===== src/rtl/alu_result_stage.sv =====
// alu_result_stage: result/flag stage behind the 8-bit ALU.
// Holds the architectural flag register {P,S,C,Z}, feeds carry back to the ALU,
// buffers one writeback entry behind a valid/ready handshake and evaluates
// branch conditions from the stored flags.
// Optional feature macro: ALU_FLAG_SAVE_EN adds a shadow flag register with
// flag_save / flag_restore controls and a saved_flags output.
module alu_result_stage #(
   parameter int          DATA_W   = 8,
   parameter int          ADDR_W   = 3,
   parameter logic [3:0]  FLAG_RST = 4'b0000
) (
   input  logic              clk,
   input  logic              rst,
   input  logic [DATA_W-1:0] alu_out,
   input  logic [3:0]        alu_flags,
   input  logic              op_valid,
   output logic              op_ready,
   input  logic              wb_en,
   input  logic [3:0]        flag_we,
   input  logic [ADDR_W-1:0] dest_addr,
   output logic              wb_valid,
   input  logic              wb_ready,
   output logic [DATA_W-1:0] wb_data,
   output logic [ADDR_W-1:0] wb_addr,
   output logic [3:0]        flags_q,
`ifdef ALU_FLAG_SAVE_EN
   input  logic              flag_save,
   input  logic              flag_restore,
   output logic [3:0]        saved_flags,
`endif
   output logic              cin_out,
   input  logic [2:0]        cond_sel,
   output logic              cond_true
);

   typedef enum logic [0:0] {
      ST_EMPTY = 1'b0,
      ST_FULL  = 1'b1
   } state_t;

   state_t              state_q, state_d;
   logic [DATA_W-1:0]   wb_data_q, wb_data_d;
   logic [ADDR_W-1:0]   wb_addr_q, wb_addr_d;
   logic [3:0]          flags_d;
   logic                accept_s;
   logic                load_s;
`ifdef ALU_FLAG_SAVE_EN
   logic [3:0]          shadow_q, shadow_d;
`endif

   // Buffer FSM: ready decode and next state; a drain and a new load may share a cycle.
   always_comb begin
      state_d  = state_q;
      op_ready = 1'b0;
      accept_s = 1'b0;
      load_s   = 1'b0;
      case (state_q)
         ST_EMPTY: begin
            op_ready = 1'b1;
            accept_s = op_valid;
            load_s   = op_valid & wb_en;
            if (load_s) begin
               state_d = ST_FULL;
            end else begin
               state_d = ST_EMPTY;
            end
         end
         ST_FULL: begin
            op_ready = wb_ready;
            accept_s = op_valid & wb_ready;
            load_s   = op_valid & wb_ready & wb_en;
            if (wb_ready) begin
               if (load_s) begin
                  state_d = ST_FULL;
               end else begin
                  state_d = ST_EMPTY;
               end
            end else begin
               state_d = ST_FULL;
            end
         end
         default: begin
            state_d  = ST_EMPTY;
            op_ready = 1'b0;
            accept_s = 1'b0;
            load_s   = 1'b0;
         end
      endcase
   end

   // Writeback payload only changes when a new entry is loaded.
   always_comb begin
      wb_data_d = wb_data_q;
      wb_addr_d = wb_addr_q;
      if (load_s) begin
         wb_data_d = alu_out;
         wb_addr_d = dest_addr;
      end else begin
         wb_data_d = wb_data_q;
         wb_addr_d = wb_addr_q;
      end
   end

   // Flag next value: restore beats an accept; accepts merge under the per-bit mask.
   always_comb begin
      flags_d = flags_q;
`ifdef ALU_FLAG_SAVE_EN
      shadow_d = shadow_q;
      if (flag_save && !flag_restore) begin
         shadow_d = flags_q;
      end else begin
         shadow_d = shadow_q;
      end
      if (flag_restore) begin
         flags_d = shadow_q;
      end else if (accept_s) begin
         flags_d = (flags_q & ~flag_we) | (alu_flags & flag_we);
      end else begin
         flags_d = flags_q;
      end
`else
      if (accept_s) begin
         flags_d = (flags_q & ~flag_we) | (alu_flags & flag_we);
      end else begin
         flags_d = flags_q;
      end
`endif
   end

   // State, payload and flag registers with synchronous reset.
   always_ff @(posedge clk) begin
      if (rst) begin
         state_q   <= ST_EMPTY;
         wb_data_q <= {DATA_W{1'b0}};
         wb_addr_q <= {ADDR_W{1'b0}};
         flags_q   <= FLAG_RST;
`ifdef ALU_FLAG_SAVE_EN
         shadow_q  <= FLAG_RST;
`endif
      end else begin
         state_q   <= state_d;
         wb_data_q <= wb_data_d;
         wb_addr_q <= wb_addr_d;
         flags_q   <= flags_d;
`ifdef ALU_FLAG_SAVE_EN
         shadow_q  <= shadow_d;
`endif
      end
   end

   assign wb_valid = (state_q == ST_FULL);
   assign wb_data  = wb_data_q;
   assign wb_addr  = wb_addr_q;
   assign cin_out  = flags_q[1];
`ifdef ALU_FLAG_SAVE_EN
   assign saved_flags = shadow_q;
`endif

   // Branch condition evaluated from the registered flags only.
   always_comb begin
      cond_true = 1'b0;
      case (cond_sel)
         3'd0:    cond_true = 1'b1;
         3'd1:    cond_true = flags_q[0];
         3'd2:    cond_true = ~flags_q[0];
         3'd3:    cond_true = flags_q[1];
         3'd4:    cond_true = ~flags_q[1];
         3'd5:    cond_true = flags_q[2];
         3'd6:    cond_true = ~flags_q[2];
         3'd7:    cond_true = flags_q[3];
         default: cond_true = 1'b0;
      endcase
   end

endmodule

===== config.mk =====
export PLATFORM = sky130hd
export DESIGN_NAME = alu_result_stage
export DESIGN_NICKNAME = d
export VERILOG_FILES = /design/src/rtl/alu_result_stage.sv
export SDC_FILE = /design/constraint.sdc
export NUM_CORES = 1
export LEC_CHECK = 0
export CAP_MARGIN = 40
export CORE_ASPECT_RATIO = 1.5
export CORE_MARGIN = 2
export CORE_UTILIZATION = 35
export DETAILED_ROUTE_END_ITERATION = 8
export PLACE_DENSITY = 0.77
export SYNTH_ARGS = -nofsm -noshare
export SYNTH_HDL_FRONTEND = slang
export SYNTH_SLANG_ARGS = --single-unit

===== constraint.sdc =====
create_clock -name clk -period 1.2 [get_ports clk]
set_input_delay 0.12 -clock clk [delete_from_list [all_inputs] [get_ports clk]]
set_output_delay 0.12 -clock clk [all_outputs]
set_load 0.05 [all_outputs]

==> flow_summary_export.csv <==
group,metric,value,unit
worst_setup_path,worstSetupPathType,"reg2out",
global_route,grt_pass1_vias,874,
clock_tree,h-tree-depth,1,
timing,min_period,1.537,ns
route,drt_iter0_drc,2,
yosys,yosys-top-cells-count,"16 x a21oi_1, 16 x dfxtp_1, 12 x o21ai_0",
run_status,status,"finished, violations left",
worst_setup_path,cp_slowest_cell,"dfxtp_4",
timing,finalHoldViolCount,0,
yosys,yosysWarnings,0,
route,drc,0,
timing,rsz0062_at_grt,"yes",
clock_tree,clk_path_buf_depth,2,
yosys,ys_seq_area_frac,0.4310,
clock_tree,worst_skew_pair.late_latency,0.30,ns
worst_setup_path,critPathLaunchType,"flip-flop",
floorplan,start_util,0.3667,
floorplan,num_rows,20,
yosys,synthArstFlopShare,0,
yosys,netlist_area,743.2,um2
route,final_antenna_net_count,0,
worst_setup_path,path_cells,"mux2_4, o21ai_4, o22ai_4, buf_12",
route,viasPerCell,5.228,
final_layout,finalNetCount,173,
yosys,yosysTopAreaCellShare,0.4310,
worst_setup_path,cp-end-kind,"output pin",
yosys,yosys.cell_types.count,22,
global_route,antenna_found_initial,0,
clock_tree,cts_sinks,16,
placement,place.gp.congestion,0.7581,
pwr,leakage,0.6157,nW
run_status,violations,"negative setup slack",
route,dr_total_vias,873,
route,dr.pass1.iters,2,
yosys,syn_avg_cell_area,8.543,um2
placement,pre_cts_slack,-0.2534,ns
final_layout,finalInstanceArea,1572,um2
worst_setup_path,cp.required,1.08,ns
route,routed_wirelength,2493,um
timing,setup_ws,-0.3372,ns
timing,worst_pin_slew,0.3545,ns
global_route,grt_use_total,0.2065,
timing,fin_hold_ws,0.3766,ns
global_route,grt_pass1_wl,3919,um
floorplan,die_y,60.44,um
floorplan,dieWidth,41.63,um
worst_hold_path,worstHoldPathType,"in2reg",
yosys,synth_largest_area_cell,"dfxtp_1",
pwr,finalPower,1.375,mW
floorplan,dieArea,2516,um2
worst_setup_path,r2r_slack,0.04,ns
pwr,power_density,874.9,nW/um2
yosys,syn_inst,87,
timing,period_share,1.281,
yosys,yosys-top-cells-area,"dfxtp_1 43%, a21oi_1 11%, o21ai_0 8.1%, nand3_1 7.4%, nand4_1 3.4%",
yosys,synthFlopType,"dfxtp_1",
timing,slew_headroom,0.7631,
timing,final-setup-viol-count,1,
global_route,grt-ovfl-total,0,
final_layout,finish.utilization,0.7753,
global_route,grt_max_degree,13,
yosys,ys_ff_latch,16,
floorplan,core_area,2027,um2
floorplan,num_io_pins,46,
final_layout,antenna_cells,0,
placement,port_buffers,45,
final_layout,synthToLayoutAreaGrowth,111.4,%
yosys,synth_nets,114,
route,wl_per_cell,14.93,um
placement,place_area,1489,um2
worst_setup_path,slowest_delay,0.38,ns
final_layout,fill_cells,133,
timing,drv_slew,0,
job,maxCapViolCount,0,
clock_tree,numCtsBuffers,3,
yosys,synth_edf_count,0,
pwr,max-vdd-ir-drop,0.8245,mV
worst_setup_path,crit_fanout,3,
placement,dp_hpwl,1765,um
clock_tree,clk_pin_slew_worst_paths,0.10,ns
final_layout,drive_gt1_frac,0.3655,
clock_tree,cts_tree,"done",
worst_setup_path,crit_arrival,1.42,ns
clock_tree,cts_root_buf,"clkbuf_4",
timing,timing.fmax,650.5,MHz
timing,fin_skew,0.008771,ns
[worst max-delay path: cells and delay by family, from the launching register on]
family                 cells  cell delay, ns
AO/OA/AOI/OAI              2            0.26
buffers and inverters      1            0.15
flip-flops                 1            0.38
multiplexers               1            0.33
[final cells by class]
class | count | area (um2) | area share
Clock buffer | 3 | 22.52 | 0.01433
Clock inverter | 1 | 3.754 | 0.002389
Inverter | 6 | 25.02 | 0.01592
Multi-Input combinational cell | 57 | 391.6 | 0.2492
Sequential cell | 16 | 335.3 | 0.2134
Tap cell | 22 | 27.53 | 0.01752
Timing Repair Buffer | 62 | 765.7 | 0.4873
[cells by family after synthesis]
family | share of synthesized area
mux | 0.04377
compound gates | 0.2711
simple gates | 0.1414
flops | 0.4310
buf+inv | 0.1128
[timing repair]
item / CTS / global route
resized for setup: 6 / 2
gates cloned: 0 / 0
hold endpoints to repair: 0 / 0
hold buffers: 0 / 0
buffers inserted: 0 / 2
endpoints found under the setup margin: 2 / 2
pin swaps: 2 / 0
[through the flow]
step           std cells  setup TNS (ns)
6_report             167         -0.3372
5_1_grt              167         -0.3989
4_1_cts              165         -0.3307
3_5_place_dp         161          -1.234
3_3_place_gp         161         -0.7633
2_1_floorplan         87        -0.07937
[report_power, final]
part	internal, mW	switching (mW)
Sequential	0.552	0.0281
Combinational	0.265	0.229
Clock	0.121	0.180
[routing by layer]
| layer | global-route usage | wire [um] | part of all wire |
|---|---|---|---|
| met4 | 0.1106 | 44 | 0.018 |
| met1 | 0.2084 | 951 | 0.38 |
| met3 | 0.06250 | 180 | 0.072 |
| met5 | 0 | 0 | 0 |
| met2 | 0.3817 | 1317 | 0.53 |
[worst paths after layout]
kind	from	to	depth (start not counted)
max	flip-flop	cond_true	4
max reg2reg	wb_valid$_SDFF_PP0_	flip-flop	5
min	alu_flags[3]	flip-flop	3
min reg2reg	wb_data[6]$_SDFFE_PP0P_	wb_data[6]$_SDFFE_PP0P_	2
[cells in the final DEF (no fill, tap or decap), types with 2 or more instances in the layout]
master / instances
a21oi_1: 15
o31ai_1: 3
dfxtp_1: 12
nand4_1: 4
buf_12: 18
dfxtp_4: 4
o21ai_0: 11
inv_1: 5
a21boi_0: 2
clkbuf_4: 3
buf_4: 17
clkdlybuf4s50_1: 25
nand3_1: 11
Note: power is estimated with default switching activity, not from simulation.
